[config.mk]
export PLATFORM = sky130hd
export DESIGN_NAME = sram_access_ctrl
export DESIGN_NICKNAME = d
export VERILOG_FILES = /design/src/rtl/arm_pkg.sv /design/src/rtl/sram_access_ctrl_wait_counter.sv /design/src/rtl/sram_access_ctrl.sv
export SDC_FILE = /design/constraint.sdc
export NUM_CORES = 1
export LEC_CHECK = 0
export CAP_MARGIN = 20
export CORE_UTILIZATION = 45
export CTS_BUF_LIST = sky130_fd_sc_hd__clkbuf_8 sky130_fd_sc_hd__clkbuf_16
export CTS_CLUSTER_DIAMETER = 40
export CTS_CLUSTER_SIZE = 24
export DETAILED_ROUTE_END_ITERATION = 10
export HOLD_SLACK_MARGIN = 0.02
export MAX_ROUTING_LAYER = met4
export PLACE_DENSITY = 0.8
export SETUP_SLACK_MARGIN = 0.4
export SYNTH_ARGS = -nofsm -noshare
export SYNTH_HDL_FRONTEND = slang
export SYNTH_SLANG_ARGS = --single-unit
[constraint.sdc]
create_clock -name clk -period 2.15 [get_ports clk]
set_input_delay 0.43 -clock clk [delete_from_list [all_inputs] [get_ports clk]]
set_output_delay 0.43 -clock clk [all_outputs]
set_load 0.005 [all_outputs]
[src/rtl/arm_pkg.sv]
// Shared definitions for the memory-stage SRAM access controller.
package arm_pkg;
    typedef enum logic [1:0] {IDLE, LOW, HIGH, DONE} sram_state_t;

    localparam int SRAM_DATA_WIDTH   = 16;
    localparam int DEFAULT_BASE_ADDR = 1024;
endpackage

[src/rtl/sram_access_ctrl_wait_counter.sv]
// Wait-state counter: flags the last cycle of a half-word phase.
module wait_counter #(
    parameter int WAIT_CYCLES = 2
) (
    input  logic clk,
    input  logic reset,
    input  logic i_Clear,
    input  logic i_Enable,
    output logic o_Terminal
);
    localparam int CW = (WAIT_CYCLES > 0) ? $clog2(WAIT_CYCLES + 1) : 1;

    logic [CW-1:0] count;

    always_ff @(posedge clk or negedge reset) begin
        if (!reset)
            count <= '0;
        else if (i_Clear)
            count <= '0;
        else if (i_Enable)
            count <= count + 1'b1;
    end

    assign o_Terminal = (count == CW'(WAIT_CYCLES));
endmodule

[src/rtl/sram_access_ctrl.sv]
// Splits each 32-bit load/store into two half-word SRAM phases with wait
// states, freezing the pipeline until the access has completed.
module sram_access_ctrl
    import arm_pkg::*;
#(
    parameter int DATA_WIDTH  = 32,
    parameter int ADDR_WIDTH  = 18,
    parameter int WAIT_CYCLES = 2,
    parameter int BASE_ADDR   = DEFAULT_BASE_ADDR
) (
    input  logic                       clk,
    input  logic                       reset,
    input  logic                       i_Sig_Memory_Read_Enable,
    input  logic                       i_Sig_Memory_Write_Enable,
    input  logic [DATA_WIDTH-1:0]      i_Address,
    input  logic [DATA_WIDTH-1:0]      i_Write_Data,
    output logic [DATA_WIDTH-1:0]      o_Read_Data,
    output logic                       o_Freeze,
    output logic [ADDR_WIDTH-1:0]      o_SRAM_Address,
    output logic                       o_SRAM_Write_Enable_N,
    output logic [SRAM_DATA_WIDTH-1:0] o_SRAM_Data_Out,
    output logic                       o_SRAM_Data_Oe,
    input  logic [SRAM_DATA_WIDTH-1:0] i_SRAM_Data_In
);
    sram_state_t state, state_nxt;

    logic                       req, in_phase, terminal;
    logic [DATA_WIDTH-1:0]      addr_offset;
    logic [ADDR_WIDTH-2:0]      word_in, acc_word;
    logic [SRAM_DATA_WIDTH-1:0] acc_hi;
    logic                       acc_wr;
    logic                       unused_addr_bits;

    assign req      = i_Sig_Memory_Read_Enable | i_Sig_Memory_Write_Enable;
    assign in_phase = (state == LOW) || (state == HIGH);

    // Wrapping subtraction; bits outside the SRAM word range are dropped.
    assign addr_offset      = i_Address - DATA_WIDTH'(BASE_ADDR);
    assign word_in          = addr_offset[ADDR_WIDTH:2];
    assign unused_addr_bits = ^{addr_offset[DATA_WIDTH-1:ADDR_WIDTH+1], addr_offset[1:0]};

    wait_counter #(.WAIT_CYCLES(WAIT_CYCLES)) u_wait_counter (
        .clk        (clk),
        .reset      (reset),
        .i_Clear    (!in_phase || terminal),
        .i_Enable   (in_phase),
        .o_Terminal (terminal)
    );

    always_ff @(posedge clk or negedge reset) begin
        if (!reset)
            state <= IDLE;
        else
            state <= state_nxt;
    end

    always_comb begin
        state_nxt = state;
        case (state)
            IDLE:    if (req)      state_nxt = LOW;
            LOW:     if (terminal) state_nxt = HIGH;
            HIGH:    if (terminal) state_nxt = DONE;
            DONE:                  state_nxt = IDLE;
            default:               state_nxt = IDLE;
        endcase
    end

    assign o_Freeze = in_phase || (state == IDLE && req);

    // SRAM strobes are registered and change only at phase boundaries, so
    // WE_N/OE stay steady across LOW->HIGH and never glitch.
    always_ff @(posedge clk or negedge reset) begin
        if (!reset) begin
            acc_word              <= '0;
            acc_hi                <= '0;
            acc_wr                <= 1'b0;
            o_Read_Data           <= '0;
            o_SRAM_Address        <= '0;
            o_SRAM_Data_Out       <= '0;
            o_SRAM_Write_Enable_N <= 1'b1;
            o_SRAM_Data_Oe        <= 1'b0;
        end else if (state == IDLE && req) begin
            acc_word              <= word_in;
            acc_hi                <= i_Write_Data[DATA_WIDTH-1:SRAM_DATA_WIDTH];
            acc_wr                <= i_Sig_Memory_Write_Enable;
            o_SRAM_Address        <= {word_in, 1'b0};
            o_SRAM_Data_Out       <= i_Write_Data[SRAM_DATA_WIDTH-1:0];
            o_SRAM_Write_Enable_N <= !i_Sig_Memory_Write_Enable;
            o_SRAM_Data_Oe        <= i_Sig_Memory_Write_Enable;
        end else if (state == LOW && terminal) begin
            o_SRAM_Address  <= {acc_word, 1'b1};
            o_SRAM_Data_Out <= acc_hi;
            if (!acc_wr)
                o_Read_Data[SRAM_DATA_WIDTH-1:0] <= i_SRAM_Data_In;
        end else if (state == HIGH && terminal) begin
            o_SRAM_Write_Enable_N <= 1'b1;
            o_SRAM_Data_Oe        <= 1'b0;
            if (!acc_wr)
                o_Read_Data[DATA_WIDTH-1:SRAM_DATA_WIDTH] <= i_SRAM_Data_In;
        end
    end
endmodule
==> flow_summary.yaml <==
worst_setup_path:
  cp.arrival_ns: 2.03
  reg2reg_setup_slack_ns: 0.36
  path_max_fanout: 8
  worstSetupEndpointType: "register"
  startpoint_type: "register"
  required_ns: 2.39
  worstSetupPathType: "register to register"
synth:
  syn_nets: 477
  syn_area_sq_mm: 0.00444
  ys_ff_latch: 106
  yosys-top-cells-area: "dfrtp_1 59%, mux2_2 8.4%, nand2_1 8.0%"
  synth_edf_count: 0
  ys.flop_type: "dfrtp_1"
  netlist.area_leader.share_pct: 59.2
  yosys.area_share.simple_pct: 13.2
  synth_compound_area_share_pct: 7.19
  synth_adder_area_share_pct: 1.41
  seq_area_frac_synth_pct: 59.8
  synth_cell_types: 37
  synth_area_leader_cell: "dfrtp_1"
  postSynthAreaPerCell_sq_um: 11.4
  synth_xor_area_share_pct: 0.395
  yosysWarnings: 0
  synth_top_family_by_area: "multiplexers"
  synthCells: 388
  synth_mux_area_share_pct: 14.9
  async_reset_ff_share_pct: 100
global_route:
  grt_pass1_vias: 3535
  antenna_found_initial: 0
  track_usage_pct: 22.5
  grt_pass1_wl_mm: 17.1
  overflow: 0
  grt_max_degree: 50
place:
  place_hpwl_mm: 7.34
  placed_area_sq_mm: 0.00603
  placed_cells: 647
  port_buffers: 137
  routabilityCongestion: 0.732
  pre_cts_slack_ns: -0.0913
drt:
  avgRoutedWirePerCell_microns: 15.8
  drt_iter0_drc: 124
  via_count: 3418
  drt_first_pass_iters: 4
  drc_errors: 0
  ant_nets: 0
  via_per_inst: 5.08
  routed_wl_mm: 10.6
power:
  p_int_mw: 5.71
  p_leak_nw: 2.99
  power_frac_seq_pct: 41.7
  comb_power_share_pct: 45.4
  irDropWorstVdd_mv: 0.562
  total_power_mw: 8.48
  switching_power_mw: 2.77
  p_sw_share_pct: 32.7
  powerDensity_mw_per_mm2: 1320
  p_clk_share_pct: 12.9
floorplanning:
  io_pins: 153
  rows: 35
  start_util_pct: 47.1
  core-area_sq_mm: 0.00942
  die_w_microns: 101
  dieArea_sq_mm: 0.0103
  dieHeight_microns: 101
finish:
  final_layout_size_suffix_gt1_share_pct: 15.6
  nets: 628
  synthToLayoutAreaGrowth_pct: 44.6
  antenna_cells: 0
  fin_util_pct: 68.1
  fin_area_sq_mm: 0.00641
  fin_cells: 673
sta:
  whs_ns: 0.0512
  fmax_mhz: 559
  rsz0062_at_grt: "yes"
  hold_viol: 0
  setup_viol: 0
  min_period_over_period_pct: 83.3
  setup_ws_ns: 0.360
  slew_viol_final: 0
  slew_headroom_pct: 62.2
  clock_skew_ns: 0.0144
  tns_ns: 0
  min_period_ns: 1.79
  worst_pin_slew_ns: 0.567
cts:
  clk_latency_ns: 0.36
  cts_buffers: 9
  cts_sinks: 106
  cts_tree: "yes"
  ctsHoldBuffers: 0
  cts_root_buffer: "clkbuf_8"
  cts.reportedPaths.clkPinSlew_ns: 0.10
  max-clock-path-buffers: 2
  h-tree-depth: 3
run_status:
  status: "finished clean"
run:
  maxCapViolations: 0
worst_hold_path:
  min_path_type: "primary input to asynchronous set/reset pin"
[synth_stat cells (6+ instances only)]
master      n
a211oi_1    9
a21oi_1     6
buf_2      10
clkbuf_1    7
dfrtp_1   105
inv_1       7
mux2_2     33
mux2i_1    29
nand2_1    95
nor2_1     16
o21ai_0    27
[cell type report]
cell class | instances | area [sq um]
Sequential cell | 106 | 2650
Fill cell | 725 | 3000
Timing Repair Buffer | 161 | 1650
Tap cell | 129 | 161
Clock inverter | 7 | 48.8
Multi-Input combinational cell | 254 | 1750
Clock buffer | 9 | 124
Inverter | 7 | 26.3
[power by group through the flow]
stage | Sequential (mW) | Clock, mW | Combinational [mW]
finish | 3.54 | 1.09 | 3.85
global route | 3.66 | 1.21 | 4.19
CTS | 3.54 | 1.12 | 3.77
detailed placement | 3.58 | 0 | 3.59
global placement | 3.52 | 0 | 3.46
floorplan | 3.53 | 0 | 1.66
[critical path: stages, from the launching register on]
cell and delay [ns]:
dfrtp_1 0.41, buf_6 0.13, ha_4 0.15, nand3b_1 0.21, nor3_4 0.18, buf_12 0.14
buf_12 0.14, mux2_4 0.31
[flip-flops by register name, summed over array words and instances (netlist names)]
register,cells
o_SRAM_Data_Oe,1
acc_hi,16
o_Read_Data,32
o_SRAM_Write_Enable_N,1
acc_wr,1
u_wait_counter.count,2
state,2
o_SRAM_Data_Out,16
o_SRAM_Address,18
acc_word,17
[per-layer routing]
metal / up-vias / wire length (microns) / track usage, %
li1: 1617 / - / -
met1: 1699 / 4690 / 28.4
met2: 87 / 5430 / 37.3
met3: 15 / 320 / 2.97
met4: 0 / 205 / 8.25
met5: - / 0 / -
[repair_timing]
item | 4_1_cts | 5_1_grt
setup buffers | 7 | 2
setup endpoints to repair | 32 | 64
cloned | 1 | 0
pin swaps | 2 | 0
gates resized for setup | 22 | 13
[worst paths after layout]
check	to	start	cells after the start
worst max-delay path	o_Read_Data[23]	state[0]	7
worst min-delay path	o_SRAM_Address[4]	reset	1
worst max register to register	o_Read_Data[23]	state[0]	7
worst min register to register	u_wait_counter.count[0]	u_wait_counter.count[0]	1
max in group asynchronous	acc_hi[15]	reset	2
min in group clk	u_wait_counter.count[0]	u_wait_counter.count[0]	1
[kinds of logic (layout without fill, tap and decap cells)]
| logic type | Yosys count | after routing |
|---|---|---|
| muxes | 62 | 62 |
| adders and majority gates | 5 | 5 |
| buffers and inverters | 28 | 184 |
| and+or+nand+nor | 134 | 134 |
| DFF | 106 | 106 |
| xor gates and xnor gates | 2 | 2 |
| AOI/OAI and AO/OA | 51 | 51 |
[layout by cell type (no fill, tap or decap), types with 6 or more instances in the layout]
cell type / count
nor2_1: 16
clkbuf_8: 9
o21ai_0: 26
nand2_1: 95
mux2_2: 17
clkdlybuf4s50_1: 133
a21oi_1: 6
a211oi_1: 9
buf_4: 14
inv_1: 7
mux2i_1: 29
dfrtp_1: 105
mux2_4: 16
Note: power is estimated with default switching activity, not from simulation.
